[src/rtl/dpr_row_mac_if.sv]
// Bundles the control, DPR read, x-buffer read and result signals of one row MAC.
// The master side is the MAC; the slave side is the array controller and memories.
interface dpr_row_mac_if #(
  parameter int FEATURE_BITS = 4,
  parameter int ELEMENT_BITS = 8,
  parameter int ACC_BITS     = 2*ELEMENT_BITS+FEATURE_BITS
);
  logic                      start;
  logic [FEATURE_BITS:0]     n_rows;
  logic [FEATURE_BITS:0]     n_cols;
  logic [2*FEATURE_BITS-1:0] address_out;
  logic                      oe_out;
  logic                      cs_out;
  logic [ELEMENT_BITS-1:0]   data_in;
  logic [FEATURE_BITS-1:0]   x_addr;
  logic                      x_re;
  logic [ELEMENT_BITS-1:0]   x_data;
  logic [ACC_BITS-1:0]       y_data;
  logic [FEATURE_BITS-1:0]   y_row;
  logic                      y_valid;
  logic                      busy;
  logic                      done;

  modport master (
    input  start, n_rows, n_cols, data_in, x_data,
    output address_out, oe_out, cs_out, x_addr, x_re,
           y_data, y_row, y_valid, busy, done
  );

  modport slave (
    output start, n_rows, n_cols, data_in, x_data,
    input  address_out, oe_out, cs_out, x_addr, x_re,
           y_data, y_row, y_valid, busy, done
  );
endinterface

[src/rtl/dpr_row_mac.sv]
// Streams one weight matrix out of a DPR with matching x elements and emits y = W*x row by row.
// One address per cycle, y_valid two cycles after a row's last address; no backpressure.
module dpr_row_mac #(
  parameter int FEATURE_BITS = 4,
  parameter int ELEMENT_BITS = 8,
  parameter int ACC_BITS     = 2*ELEMENT_BITS+FEATURE_BITS
) (
  input logic           sys_clk,
  input logic           reset_n,
  dpr_row_mac_if.master bus
);
  localparam int PROD_BITS = 2*ELEMENT_BITS;
  localparam int EXT_BITS  = ACC_BITS-PROD_BITS;
  localparam logic [FEATURE_BITS-1:0]   ONE_F = {{(FEATURE_BITS-1){1'b0}}, 1'b1};
  localparam logic [FEATURE_BITS:0]     ONE_D = {{FEATURE_BITS{1'b0}}, 1'b1};
  localparam logic [2*FEATURE_BITS-1:0] ONE_L = {{(2*FEATURE_BITS-1){1'b0}}, 1'b1};

  typedef enum logic [1:0] {IDLE = 2'd0, READ = 2'd1, DRAIN = 2'd2} state_t;

  state_t                    state_q, state_d;
  logic [FEATURE_BITS:0]     rows_q, rows_d, cols_q, cols_d;
  logic [FEATURE_BITS-1:0]   row_q, row_d, col_q, col_d;
  logic [2*FEATURE_BITS-1:0] lin_q, lin_d;
  logic                      rd_q, rd_d;
  logic                      busy_q, busy_d, done_q, done_d;
  logic                      p_vld_q, p_vld_d, p_first_q, p_first_d, p_last_q, p_last_d;
  logic [FEATURE_BITS-1:0]   p_row_q, p_row_d;
  logic [ACC_BITS-1:0]       acc_q, acc_d, y_data_q, y_data_d;
  logic [FEATURE_BITS-1:0]   y_row_q, y_row_d;
  logic                      y_valid_q, y_valid_d;

  logic signed [PROD_BITS-1:0] w_ext, x_ext, prod_raw;
  logic [ACC_BITS-1:0]         prod_ext, acc_next;
  logic                        last_col, last_row;

  assign w_ext    = {{ELEMENT_BITS{bus.data_in[ELEMENT_BITS-1]}}, bus.data_in};
  assign x_ext    = {{ELEMENT_BITS{bus.x_data[ELEMENT_BITS-1]}}, bus.x_data};
  assign prod_raw = w_ext * x_ext;
  assign prod_ext = {{EXT_BITS{prod_raw[PROD_BITS-1]}}, prod_raw};
  // First column restarts the sum so nothing from the previous row leaks in.
  assign acc_next = p_first_q ? prod_ext : acc_q + prod_ext;

  assign last_col = ({1'b0, col_q} == cols_q - ONE_D);
  assign last_row = ({1'b0, row_q} == rows_q - ONE_D);

  always_comb begin
    state_d   = state_q;
    rows_d    = rows_q;
    cols_d    = cols_q;
    row_d     = row_q;
    col_d     = col_q;
    lin_d     = lin_q;
    rd_d      = 1'b0;
    busy_d    = busy_q;
    done_d    = 1'b0;
    p_vld_d   = 1'b0;
    p_first_d = p_first_q;
    p_last_d  = p_last_q;
    p_row_d   = p_row_q;
    acc_d     = acc_q;
    y_data_d  = y_data_q;
    y_row_d   = y_row_q;
    y_valid_d = 1'b0;

    case (state_q)
      IDLE: begin
        // A start in the done cycle still counts as arriving while busy.
        if (bus.start && !done_q) begin
          if (bus.n_rows != '0 && bus.n_cols != '0) begin
            rows_d  = bus.n_rows;
            cols_d  = bus.n_cols;
            row_d   = '0;
            col_d   = '0;
            lin_d   = '0;
            rd_d    = 1'b1;
            busy_d  = 1'b1;
            state_d = READ;
          end else begin
            done_d = 1'b1;
          end
        end
      end
      READ: begin
        p_vld_d   = 1'b1;
        p_first_d = (col_q == '0);
        p_last_d  = last_col;
        p_row_d   = row_q;
        if (last_col && last_row) begin
          state_d = DRAIN;
        end else begin
          rd_d  = 1'b1;
          lin_d = lin_q + ONE_L;
          if (last_col) begin
            col_d = '0;
            row_d = row_q + ONE_F;
          end else begin
            col_d = col_q + ONE_F;
          end
        end
      end
      DRAIN: begin
        state_d = IDLE;
        busy_d  = 1'b0;
        done_d  = 1'b1;
      end
      default: state_d = IDLE;
    endcase

    if (p_vld_q) begin
      acc_d = acc_next;
      if (p_last_q) begin
        y_data_d  = acc_next;
        y_row_d   = p_row_q;
        y_valid_d = 1'b1;
      end
    end
  end

  always_ff @(posedge sys_clk or negedge reset_n) begin
    if (!reset_n) begin
      state_q   <= IDLE;
      rows_q    <= '0;
      cols_q    <= '0;
      row_q     <= '0;
      col_q     <= '0;
      lin_q     <= '0;
      rd_q      <= 1'b0;
      busy_q    <= 1'b0;
      done_q    <= 1'b0;
      p_vld_q   <= 1'b0;
      p_first_q <= 1'b0;
      p_last_q  <= 1'b0;
      p_row_q   <= '0;
      acc_q     <= '0;
      y_data_q  <= '0;
      y_row_q   <= '0;
      y_valid_q <= 1'b0;
    end else begin
      state_q   <= state_d;
      rows_q    <= rows_d;
      cols_q    <= cols_d;
      row_q     <= row_d;
      col_q     <= col_d;
      lin_q     <= lin_d;
      rd_q      <= rd_d;
      busy_q    <= busy_d;
      done_q    <= done_d;
      p_vld_q   <= p_vld_d;
      p_first_q <= p_first_d;
      p_last_q  <= p_last_d;
      p_row_q   <= p_row_d;
      acc_q     <= acc_d;
      y_data_q  <= y_data_d;
      y_row_q   <= y_row_d;
      y_valid_q <= y_valid_d;
    end
  end

  assign bus.address_out = lin_q;
  assign bus.oe_out      = rd_q;
  assign bus.cs_out      = rd_q;
  assign bus.x_re        = rd_q;
  assign bus.x_addr      = col_q;
  assign bus.y_data      = y_data_q;
  assign bus.y_row       = y_row_q;
  assign bus.y_valid     = y_valid_q;
  assign bus.busy        = busy_q;
  assign bus.done        = done_q;
endmodule

[src/flat_wrapper.sv]
// flat-port wrapper written by rule: the top's interface ports become plain ports
module dpr_row_mac_flat 
#(
  parameter int FEATURE_BITS = 4,
  parameter int ELEMENT_BITS = 8,
  parameter int ACC_BITS     = 2*ELEMENT_BITS+FEATURE_BITS
)
  (sys_clk, reset_n, bus_start, bus_n_rows, bus_n_cols, bus_data_in, bus_x_data, bus_address_out, bus_oe_out, bus_cs_out, bus_x_addr, bus_x_re, bus_y_data, bus_y_row, bus_y_valid, bus_busy, bus_done);
  dpr_row_mac_if #(.FEATURE_BITS(FEATURE_BITS), .ELEMENT_BITS(ELEMENT_BITS), .ACC_BITS(ACC_BITS)) bus_i ();
  input logic sys_clk;
  input logic reset_n;
  input wire logic [$bits(bus_i.start)-1:0] bus_start;
  input wire logic [$bits(bus_i.n_rows)-1:0] bus_n_rows;
  input wire logic [$bits(bus_i.n_cols)-1:0] bus_n_cols;
  input wire logic [$bits(bus_i.data_in)-1:0] bus_data_in;
  input wire logic [$bits(bus_i.x_data)-1:0] bus_x_data;
  output wire logic [$bits(bus_i.address_out)-1:0] bus_address_out;
  output wire logic [$bits(bus_i.oe_out)-1:0] bus_oe_out;
  output wire logic [$bits(bus_i.cs_out)-1:0] bus_cs_out;
  output wire logic [$bits(bus_i.x_addr)-1:0] bus_x_addr;
  output wire logic [$bits(bus_i.x_re)-1:0] bus_x_re;
  output wire logic [$bits(bus_i.y_data)-1:0] bus_y_data;
  output wire logic [$bits(bus_i.y_row)-1:0] bus_y_row;
  output wire logic [$bits(bus_i.y_valid)-1:0] bus_y_valid;
  output wire logic [$bits(bus_i.busy)-1:0] bus_busy;
  output wire logic [$bits(bus_i.done)-1:0] bus_done;
  assign bus_i.start = bus_start;
  assign bus_i.n_rows = bus_n_rows;
  assign bus_i.n_cols = bus_n_cols;
  assign bus_i.data_in = bus_data_in;
  assign bus_i.x_data = bus_x_data;
  assign bus_address_out = bus_i.address_out;
  assign bus_oe_out = bus_i.oe_out;
  assign bus_cs_out = bus_i.cs_out;
  assign bus_x_addr = bus_i.x_addr;
  assign bus_x_re = bus_i.x_re;
  assign bus_y_data = bus_i.y_data;
  assign bus_y_row = bus_i.y_row;
  assign bus_y_valid = bus_i.y_valid;
  assign bus_busy = bus_i.busy;
  assign bus_done = bus_i.done;
  dpr_row_mac #(.FEATURE_BITS(FEATURE_BITS), .ELEMENT_BITS(ELEMENT_BITS), .ACC_BITS(ACC_BITS)) u_core (.sys_clk(sys_clk), .reset_n(reset_n), .bus(bus_i));
endmodule
[config.mk]
export PLATFORM = sky130hd
export DESIGN_NAME = dpr_row_mac_flat
export DESIGN_NICKNAME = d
export VERILOG_FILES = /design/src/rtl/dpr_row_mac_if.sv /design/src/rtl/dpr_row_mac.sv /design/src/flat_wrapper.sv
export SDC_FILE = /design/constraint.sdc
export NUM_CORES = 1
export LEC_CHECK = 0
export BUFFER_PORTS_ARGS = -buffer_cell sky130_fd_sc_hd__buf_2
export CORE_ASPECT_RATIO = 1.4
export CORE_MARGIN = 4
export CORE_UTILIZATION = 42
export DETAILED_ROUTE_END_ITERATION = 8
export PLACE_DENSITY = 0.63
export SKIP_LAST_GASP = 1
export SYNTH_ARGS = -nofsm -noshare
export SYNTH_HDL_FRONTEND = slang
export SYNTH_SLANG_ARGS = --single-unit
[constraint.sdc]
create_clock -name sys_clk -period 3.6 [get_ports sys_clk]
set_clock_uncertainty 0.1 [all_clocks]
set_input_delay 0.54 -clock sys_clk [delete_from_list [all_inputs] [get_ports sys_clk]]
set_output_delay 0.54 -clock sys_clk [all_outputs]
set_load 0.05 [all_outputs]
==> Word level (Yosys, flattened, before mapping) <==
Cells that the tools add are included.
{ "classes": {"mul": 1, "add_sub_neg": 6, "mux": 30, "reduce_logical": 16, "n_eq_ne": 9} }
{ "ops": {"columns": ["operator", "count"], "rows": [
  ["2-to-1 mux 4 bit", 6],
  ["2-to-1 mux 8 bit", 3],
  ["adder 20 bit", 1],
  ["2-to-1 mux 20 bit", 1],
  ["multiplier 8 x 8 -> 16 bit", 1],
  ["one-hot mux 4 bit (2 select lines)", 2],
  ["one-hot mux 8 bit (2 select lines)", 1],
  ["== test 4 x 5 -> 1 bit", 2],
  ["2-to-1 mux 1 bit", 10],
  ["nonzero test 5 bit", 2],
  ["subtractor 5 x 1 -> 5 bit, second input constant", 2],
  ["AND reduction 3 bit", 3],
  ["adder 4 x 1 -> 4 bit, second input constant", 2],
  ["adder 8 x 1 -> 8 bit, second input constant", 1],
  ["inequality test 2 x 1 -> 1 bit, second input constant", 4],
  ["2-to-1 mux 2 bit", 3],
  ["one-hot mux 1 bit (2 select lines)", 3],
  ["AND reduction 5 bit", 1],
  ["logical NOT 4 bit", 1],
  ["one-hot mux 2 bit (2 select lines)", 1],
  ["AND reduction 4 bit", 1],
  ["nonzero test 2 bit", 2],
  ["logical AND 1 bit", 3],
  ["== test 2 x 1 -> 1 bit, second input constant", 1],
  ["5 further kinds", 5]
]} }
{ "word_totals": {"elab_cells": 79, "out_inout_bits": 42, "in_bits": 29, "regBits": 83} }

==> Logic depth before layout (Yosys ltp) <==
Gate-level depths: netlist of run 1.
{ "depth": {"ltp_word": 5, "depth_mapped": 24, "ltp_nobuf": 23} }

==> Worst setup path before layout of run 1 <==
Ideal clock, no wire load.
{ "synth_path": {"path_type": "input to register", "from": "in bus_data_in[7]", "to": "reg u_core.acc_q[19]", "slack_ns": -2.479, "required_time_ns": 3.375, "arrival_time_ns": 5.855, "stages": 24, "n_path_buf": 1, "setup_time_ns": 0.125, "path_cell_list": "and2_1 > ha_1 > inv_1 > fa_1 > inv_1 > fa_1 > inv_1 > fa_1 > inv_1 > ha_1 > a21oi_1 > o211ai_1 > nand4_1 > a32oi_2 > xnor2_2 > ha_1 > buf_2 > a21oi_1 > o211a_1 > o211ai_1 > a211o_1 > and4_1 > xnor2_1 > mux2_2"} }
{ "synth_via": {"elab_chain_cells": 3} }
{ "synth_rtl": {"columns": ["item", "line_no", "source"], "rows": [
  ["start, declared", "flat_wrapper.sv:15", "input wire logic [$bits(bus_i.data_in)-1:0] bus_data_in;"],
  ["multiplier 8 x 8 -> 16 bit (*)", "dpr_row_mac.sv:38", "assign prod_raw = w_ext * x_ext;"],
  ["adder 20 bit", "dpr_row_mac.sv:41", "assign acc_next = p_first_q ? prod_ext : acc_q + prod_ext;"],
  ["2-to-1 mux 20 bit (*)", "dpr_row_mac.sv:41", null],
  ["end signal, assigned", "dpr_row_mac.sv:134", "acc_q <= '0;"],
  ["end signal, assigned", "dpr_row_mac.sv:152", "acc_q <= acc_d;"],
  ["end, declared", "dpr_row_mac.sv:28", "logic [ACC_BITS-1:0] acc_q, acc_d, y_data_q, y_data_d;"]
]} }
Mark *: on every way between the ends. The rest lies on a longest branch, timed or not.
A chain may end at the register's enable or synchronous reset.

==> Final worst setup path of run 1 <==
{ "layout_path": {"from": "in bus_data_in[7]", "to": "reg u_core.y_data_q[19], in the netlist u_core.bus.y_data[19]"} }
{ "layout_via": {"elab_chain_cells": 3} }
{ "layout_rtl": {"columns": ["item", "line_no", "source"], "rows": [
  ["multiplier 8 x 8 -> 16 bit (*)", "dpr_row_mac.sv:38", null],
  ["adder 20 bit", "dpr_row_mac.sv:41", null],
  ["2-to-1 mux 20 bit (*)", "dpr_row_mac.sv:41", null],
  ["end signal, assigned", "dpr_row_mac.sv:153", "y_data_q <= y_data_d;"],
  ["end, declared", "dpr_row_mac.sv:28", null]
]} }
Marked as above.

==> flow_summary.toml, run 1 <==
[routing]
drt_pass1_iterations = 4
drtAntennaViolNets = 0
via_count = 6215
wl_per_cell_um = 14.6
vias_per_cell = 5.00
detailed_route_drc_error_count = 0
dr.first_iter.drc_count = 182
drt-total-wl_um = 18200

[floorplan]
core_area_um2 = 17300
std_cell_rows = 57
io_pins = 71
design.die.area_um2 = 19800
die_width_um = 120
dieHeight_um = 165
initial_core_util = 0.425

[synthesis]
number_of_enable_type_register_cells_in_the_synthesized_netlist = 0
netlist_area_um2 = 7370
synth.net_count = 955
post_synth_num_cell_types = 65
ys_seq_area_frac = 0.282
asyncSetResetFlopFracSynth = 1.00
dominantRegCellSynth = "sky130_fd_sc_hd__dfrtp_1"
postSynthRegisterBits = 83
average_cell_area_after_synthesis_um2 = 9.06
syn_inst = 813
ys.warnings.count = 0

[clocking]
clkSlewWorstSetupHoldPaths_ns = 0.06
cts_tree = "done"
clk_root_buffer_cell = "sky130_fd_sc_hd__clkbuf_16"
cts.path.max_buffers = 2
worstSkewPairLatency_ns = 0.35
cts-buffers-inserted = 9
clock-sinks = 83
clock_tree.htree_level_count = 3

[placement]
placement.io_buffers = 70
globalplace.congestion = 0.840
dp_cells = 1205
dpl.hpwl_um = 13800

[timing]
period_minus_slack_ns = 5.78
worst_slack_ns = -2.18
setup_tns_ns = -44.42
layout_worst_path_cycle_share = 1.61
final_hold_viol_count = 0
final.hold.worst_slack_ns = 0.0127
final-max-slew-violation-count = 0
worst-slew-pin-transition_ns = 0.877
unrepaired_setup_endpoints_after_global_routing = "true"
timing.slew.headroom = 0.414
setup_viol_count_final = 30
fmax_ghz = 0.173

[worst_setup_path]
critical_path.reg2reg.startpoint = "u_core.acc_q[0]"
worst_ep_required_time_ns = 3.73
cp-start-kind = "input pin"
r2r_cells = 9
setup.worst_path.start = "bus_data_in[7]"
cp.arrival_ns = 5.91
type_of_the_setup_path_with_the_least_slack = "input pin to flip-flop"
worst_setup_path_end_kind = "flip-flop"
largest_driver_fanout_on_the_critical_path = 5

[grt]
vias_in_the_first_global_route = 6632
grt_start_max_net_pins = 39
overflow = 0
initial_antenna_violation_count = 0
grt_first_pass_wirelength_um = 30400
globalRouteTotalUtil = 0.191

[min_path]
hold_path.class = "input pin to async pin"

[final_layout]
layout-area-overhead-vs-synth_pct = 38.1
nets = 1144
filler_cells_inserted = 1514
layout.cells.non_filler = 1243
final_layout_size_suffix_gt1_frac = 0.370
diodes = 0

[outcome]
failing_checks = "negative setup slack"
run_status = "finished with violations"

[run]
maxCapViolCount = 0
==> sequential cells by signal, summed over array words and instances (netlist names) <==
name / flops
u_core.bus.y_valid: 1
u_core.bus.y_data: 20
u_core.bus.x_addr: 4
u_core.bus.address_out: 8
u_core.p_row_q: 4
u_core.rows_q: 5
u_core.p_last_q: 1
u_core.bus.cs_out: 1
u_core.bus.busy: 1
u_core.cols_q: 5
u_core.row_q: 4
u_core.p_vld_q: 1
u_core.bus.y_row: 4
u_core.p_first_q: 1
u_core.bus.done: 1
u_core.acc_q: 20
u_core.state_q: 2
==> worst max-delay path, cell delays in order <==
cell                       delay, ns
sky130_fd_sc_hd__buf_4          0.13
sky130_fd_sc_hd__and2_4         0.17
sky130_fd_sc_hd__fa_1           0.50
sky130_fd_sc_hd__inv_1          0.05
sky130_fd_sc_hd__fa_1           0.50
sky130_fd_sc_hd__inv_1          0.05
sky130_fd_sc_hd__fa_1           0.47
sky130_fd_sc_hd__inv_1          0.05
sky130_fd_sc_hd__fa_1           0.49
sky130_fd_sc_hd__inv_2          0.05
sky130_fd_sc_hd__ha_4           0.25
sky130_fd_sc_hd__o211ai_1       0.10
sky130_fd_sc_hd__o211ai_1       0.24
sky130_fd_sc_hd__nand4_1        0.16
sky130_fd_sc_hd__a32oi_2        0.34
sky130_fd_sc_hd__xnor2_4        0.16
sky130_fd_sc_hd__buf_6          0.18
sky130_fd_sc_hd__ha_4           0.22
sky130_fd_sc_hd__or3_4          0.39
sky130_fd_sc_hd__o221ai_4       0.09
sky130_fd_sc_hd__nor2_2         0.08
sky130_fd_sc_hd__a21oi_1        0.13
sky130_fd_sc_hd__and4_4         0.24
sky130_fd_sc_hd__xnor2_2        0.07
sky130_fd_sc_hd__mux2_4         0.26
==> metrics by stage <==
step | setup WS [ns] | instance area (um^2) | utilization
finish | -2.18 | 10200 | 0.587
global route | -2.43 | 10200 | 0.587
CTS | -2.11 | 9640 | 0.556
detailed placement | -2.69 | 8920 | 0.514
global placement | -2.57 | 8920 | 0.514
floorplan | -2.21 | 7560 | -
==> layout make-up <==
class / count / area (um^2) / area share
Multi-Input combinational cell: 590 / 5570 / 0.547
Sequential cell: 83 / 2080 / 0.204
Timing Repair Buffer: 202 / 1500 / 0.148
Inverter: 116 / 438 / 0.0430
Tap cell: 236 / 295 / 0.0290
Clock buffer: 11 / 233 / 0.0229
Clock inverter: 5 / 61.3 / 0.00603
==> what timing repair did <==
| item | 4_1_cts | 5_1_grt |
|---|---|---|
| pin swaps | 43 | 47 |
| endpoints found under the setup margin | 32 | 32 |
| hold buffers | 0 | 0 |
| gates resized for setup | 89 | 97 |
| buffers inserted | 10 | 15 |
==> cell usage in the layout (no fill, tap or decap), types with 12 or more instances in the layout <==
cell and n:
sky130_fd_sc_hd__buf_6 28, sky130_fd_sc_hd__a21oi_1 21, sky130_fd_sc_hd__a21oi_2 13, sky130_fd_sc_hd__buf_2 54, sky130_fd_sc_hd__nand2_1 87, sky130_fd_sc_hd__nand3_1 12
sky130_fd_sc_hd__fa_1 53, sky130_fd_sc_hd__dfrtp_1 83, sky130_fd_sc_hd__ha_4 27, sky130_fd_sc_hd__xnor2_1 20, sky130_fd_sc_hd__and2_4 21, sky130_fd_sc_hd__o21ai_1 20
sky130_fd_sc_hd__nor2_1 48, sky130_fd_sc_hd__inv_2 15, sky130_fd_sc_hd__buf_4 117, sky130_fd_sc_hd__xor2_1 16, sky130_fd_sc_hd__ha_1 27, sky130_fd_sc_hd__and2_1 26
sky130_fd_sc_hd__o21ai_0 24, sky130_fd_sc_hd__inv_1 98
==> Yosys cell counts, types with 4 or more instances <==
master                     number  area (um^2)
sky130_fd_sc_hd__o21ai_1        5         25.0
sky130_fd_sc_hd__o211ai_1       8         60.1
sky130_fd_sc_hd__a31oi_1       11         68.8
sky130_fd_sc_hd__nor2_1        51          191
sky130_fd_sc_hd__dfrtp_1       83         2080
sky130_fd_sc_hd__buf_1          4         15.0
sky130_fd_sc_hd__mux2_2         9          101
sky130_fd_sc_hd__mux2i_1        7         70.1
sky130_fd_sc_hd__nor2b_1       12         75.1
sky130_fd_sc_hd__fa_1          56         1120
sky130_fd_sc_hd__nor3_1         8         40.0
sky130_fd_sc_hd__nand4_1        4         25.0
sky130_fd_sc_hd__a21oi_1       40          200
sky130_fd_sc_hd__and2_1        46          288
sky130_fd_sc_hd__nand3_1       12         60.1
sky130_fd_sc_hd__xor2_1        18          158
sky130_fd_sc_hd__xnor2_1       27          236
sky130_fd_sc_hd__o21ai_0       41          205
sky130_fd_sc_hd__a21o_1        10         75.1
sky130_fd_sc_hd__nand2b_1       6         37.5
sky130_fd_sc_hd__buf_2          6         30.0
sky130_fd_sc_hd__inv_1        114          428
sky130_fd_sc_hd__or3_1          5         31.3
sky130_fd_sc_hd__o21a_1         5         37.5
sky130_fd_sc_hd__nand2_1       93          349
sky130_fd_sc_hd__clkbuf_1      10         37.5
sky130_fd_sc_hd__ha_1          57          713
sky130_fd_sc_hd__a211oi_1       5         37.5
sky130_fd_sc_hd__o22ai_1        5         31.3
==> layer usage <==
metal / part of all wire / wire (um) / up-vias / GRT usage
li1: - / - / 3062 / -
met5: 0 / 0 / - / 0
met3: 0.034 / 619 / 38 / 0.0271
met4: 0.029 / 520 / 0 / 0.0813
met2: 0.54 / 9770 / 103 / 0.356
met1: 0.40 / 7270 / 3012 / 0.216
==> path summary, 6_finish.rpt <==
kind | end | slack [ns]
max | u_core.bus.y_data[19] | -2.18
min | u_core.acc_q[7] | 0.01
max reg2reg | u_core.bus.y_data[18] | 0.79
min reg2reg | u_core.bus.y_row[2] | 0.37
max in group asynchronous | u_core.bus.address_out[1] | 2.68
min in group sys_clk | u_core.cols_q[4] | 0.31
==> cell families (layout without fill, tap and decap cells) <==
group	after synthesis	after routing	synth area share
buf+inv	140	334	0.0749
xor+xnor	46	46	0.0557
simple gates	252	252	0.165
mux	17	17	0.0253
fa+ha+maj	113	113	0.249
compound gates	162	162	0.149
flops	83	83	0.282
Power of run 1 is not shown: default switching activity piles up to over one toggle a cycle in this logic, so the estimate is an artifact.
==> inputs of run 2 (changes only) <==
--- a/config.mk
+++ b/config.mk
@@ -11,6 +11,7 @@
 export CORE_UTILIZATION = 42
 export DETAILED_ROUTE_END_ITERATION = 8
 export PLACE_DENSITY = 0.63
+export SETUP_SLACK_MARGIN = 0.4
 export SKIP_LAST_GASP = 1
 export SYNTH_ARGS = -nofsm -noshare
 export SYNTH_HDL_FRONTEND = slang
==> run 2 against run 1 <==
  * The run still ends with negative setup slack left
  * Clock-buffer cell count is 1 lower
  * Utilization is 1.3 points lower
  * Sequential share of layout area increased by 0.48 points
  * Global-route usage is 0.17 points higher
  * Die area unchanged
  * Flip-flop and latch count is the same
  * Design area down 2.3%
  * Worst hold slack improved by 0.16 ns
  * Final cell count is 0.32% lower
  * Register-to-register slack improved by 0.09 ns
  * Critical path type unchanged
==> flow_summary.toml, run 2 (synthesis gave the netlist of run 1 again) <==
[final_layout]
diodes = 0
nets = 1140
final_layout_size_suffix_gt1_frac = 0.333
layout_commonest_cell = "sky130_fd_sc_hd__buf_4"
layout-area-overhead-vs-synth_pct = 35.0
finalInstanceArea_um2 = 9940
most-common-layout-cells = "sky130_fd_sc_hd__buf_4, sky130_fd_sc_hd__inv_1, sky130_fd_sc_hd__nand2_1, sky130_fd_sc_hd__dfrtp_1, sky130_fd_sc_hd__buf_2"

[routing]
via_count = 6200
dr.first_iter.drc_count = 306
drt_pass1_iterations = 4
vias_per_cell = 5.00
detailed_route_drc_error_count = 0
wl_per_cell_um = 14.4
drtAntennaViolNets = 0
drt-total-wl_um = 17800

[timing]
unrepaired_setup_endpoints_after_global_routing = "true"
final_hold_viol_count = 0
setup_viol_count_final = 30
fmax_ghz = 0.173
final-max-slew-violation-count = 0
layout_worst_path_cycle_share = 1.60
period_minus_slack_ns = 5.77
worst-slew-pin-transition_ns = 0.868
worst_slack_ns = -2.17
timing.slew.headroom = 0.422

[grt]
vias_in_the_first_global_route = 6559
initial_antenna_violation_count = 0
globalRouteTotalUtil = 0.192
grt_first_pass_wirelength_um = 30500
grt_start_max_net_pins = 67
overflow = 0

[worst_setup_path]
worst_ep_required_time_ns = 3.74
type_of_the_setup_path_with_the_least_slack = "input pin to flip-flop"
largest_driver_fanout_on_the_critical_path = 4
cp-start-kind = "input pin"
worst_setup_path_end_kind = "flip-flop"
cp.arrival_ns = 5.91

[clocking]
cts-buffers-inserted = 9
clk_root_buffer_cell = "sky130_fd_sc_hd__clkbuf_16"
worstSkewPairLatency_ns = 0.36
clkSlewWorstSetupHoldPaths_ns = 0.07
clock_tree.htree_level_count = 3
clock-sinks = 83
cts_tree = "done"
cts.path.max_buffers = 2

[placement]
dpl.hpwl_um = 13900
placement.io_buffers = 70
placement.cell_area_um2 = 8930
globalplace.congestion = 0.835

[floorplan]
dieHeight_um = 165
design.die.area_um2 = 19800
die_width_um = 120
io_pins = 71
core_area_um2 = 17300
initial_core_util = 0.425
std_cell_rows = 57

[min_path]
hold_path.class = "input pin to async pin"

[outcome]
run_status = "finished with violations"
failing_checks = "negative setup slack"

[run]
maxCapViolCount = 0
-- run 2: changes by cell type in the layout (fill, tap and decap cells not counted), moves of 4 or more --
cell,delta
sky130_fd_sc_hd__a21oi_1,+5
sky130_fd_sc_hd__buf_2,+6
sky130_fd_sc_hd__and2_4,-12
sky130_fd_sc_hd__buf_6,-12
sky130_fd_sc_hd__o21ai_0,+4
sky130_fd_sc_hd__and2_1,+12
sky130_fd_sc_hd__inv_1,+4
-- run 2: timing repair --
item | in CTS | in global routing
hold endpoints to repair | 0 | 0
cloned | 1 | 0
setup buffers | 11 | 6
pin swaps | 23 | 37
hold buffers | 0 | 0
gates resized for setup | 48 | 60
setup endpoints to repair | 34 | 34
-- run 2: worst paths after layout --
path                                         from  cells past startpoint  slack (ns)                    end
worst max register to register    u_core.acc_q[0]                      9        0.88       u_core.acc_q[16]
min in group sys_clk                bus_n_cols[0]                      3        0.31       u_core.cols_q[0]
worst max-delay path                bus_x_data[4]                     26       -2.17       u_core.acc_q[19]
worst min-delay path                      reset_n                      1        0.18  u_core.bus.y_data[14]
max in group asynchronous                 reset_n                      2        2.53     u_core.bus.y_valid
worst min register to register  u_core.p_row_q[3]                      2        0.37    u_core.bus.y_row[3]
-- run 2: layer usage --
layer	wire length (um)	part of all wire	track usage	vias to the layer above
met5	0	0	0	-
met1	6930	0.39	0.215	3000
li1	-	-	-	3052
met4	598	0.034	0.0875	0
met2	9730	0.55	0.361	111
met3	556	0.031	0.0254	37
-- run 2: final cells by class --
class	instances	area, um^2
multi-input combinational	591	5410
clock inverter	6	93.8
timing repair buffer	197	1400
tap	236	295
fill	1521	7390
inverter	116	435
sequential	83	2080
clock buffer	10	239
-- run 2: critical path, stage by stage --
cell and delay [ns]:
sky130_fd_sc_hd__buf_6 0.09, sky130_fd_sc_hd__and2_4 0.15, sky130_fd_sc_hd__fa_1 0.54, sky130_fd_sc_hd__inv_2 0.04, sky130_fd_sc_hd__fa_1 0.50, sky130_fd_sc_hd__inv_2 0.04
sky130_fd_sc_hd__fa_1 0.52, sky130_fd_sc_hd__inv_1 0.05, sky130_fd_sc_hd__fa_1 0.49, sky130_fd_sc_hd__inv_2 0.05, sky130_fd_sc_hd__ha_4 0.25, sky130_fd_sc_hd__o211ai_1 0.10
sky130_fd_sc_hd__o211ai_1 0.22, sky130_fd_sc_hd__nand4_1 0.19, sky130_fd_sc_hd__a32oi_4 0.31, sky130_fd_sc_hd__buf_6 0.15, sky130_fd_sc_hd__xnor2_2 0.10, sky130_fd_sc_hd__ha_4 0.34
sky130_fd_sc_hd__nand2_1 0.06, sky130_fd_sc_hd__o211a_1 0.24, sky130_fd_sc_hd__buf_4 0.14, sky130_fd_sc_hd__nor3_2 0.16, sky130_fd_sc_hd__a21oi_1 0.06, sky130_fd_sc_hd__and4_1 0.16
sky130_fd_sc_hd__xnor2_1 0.14, sky130_fd_sc_hd__mux2_4 0.26
-- run 2: metrics by stage --
step | TNS (ns) | cells | util | setup slack, ns | hold WS (ns)
5_1_grt | -52.66 | 1239 | 0.574 | -2.39 | 0.278
2_1_floorplan | -42.24 | 813 | - | -2.21 | 0.144
3_5_place_dp | -61.49 | 1205 | 0.515 | -2.65 | 0.353
6_report | -45.25 | 1239 | 0.574 | -2.17 | 0.175
3_3_place_gp | -59.52 | 1205 | 0.515 | -2.58 | 0.356
4_1_cts | -46.24 | 1233 | 0.555 | -2.16 | 0.243
Power of run 2 is left out for the same reason.
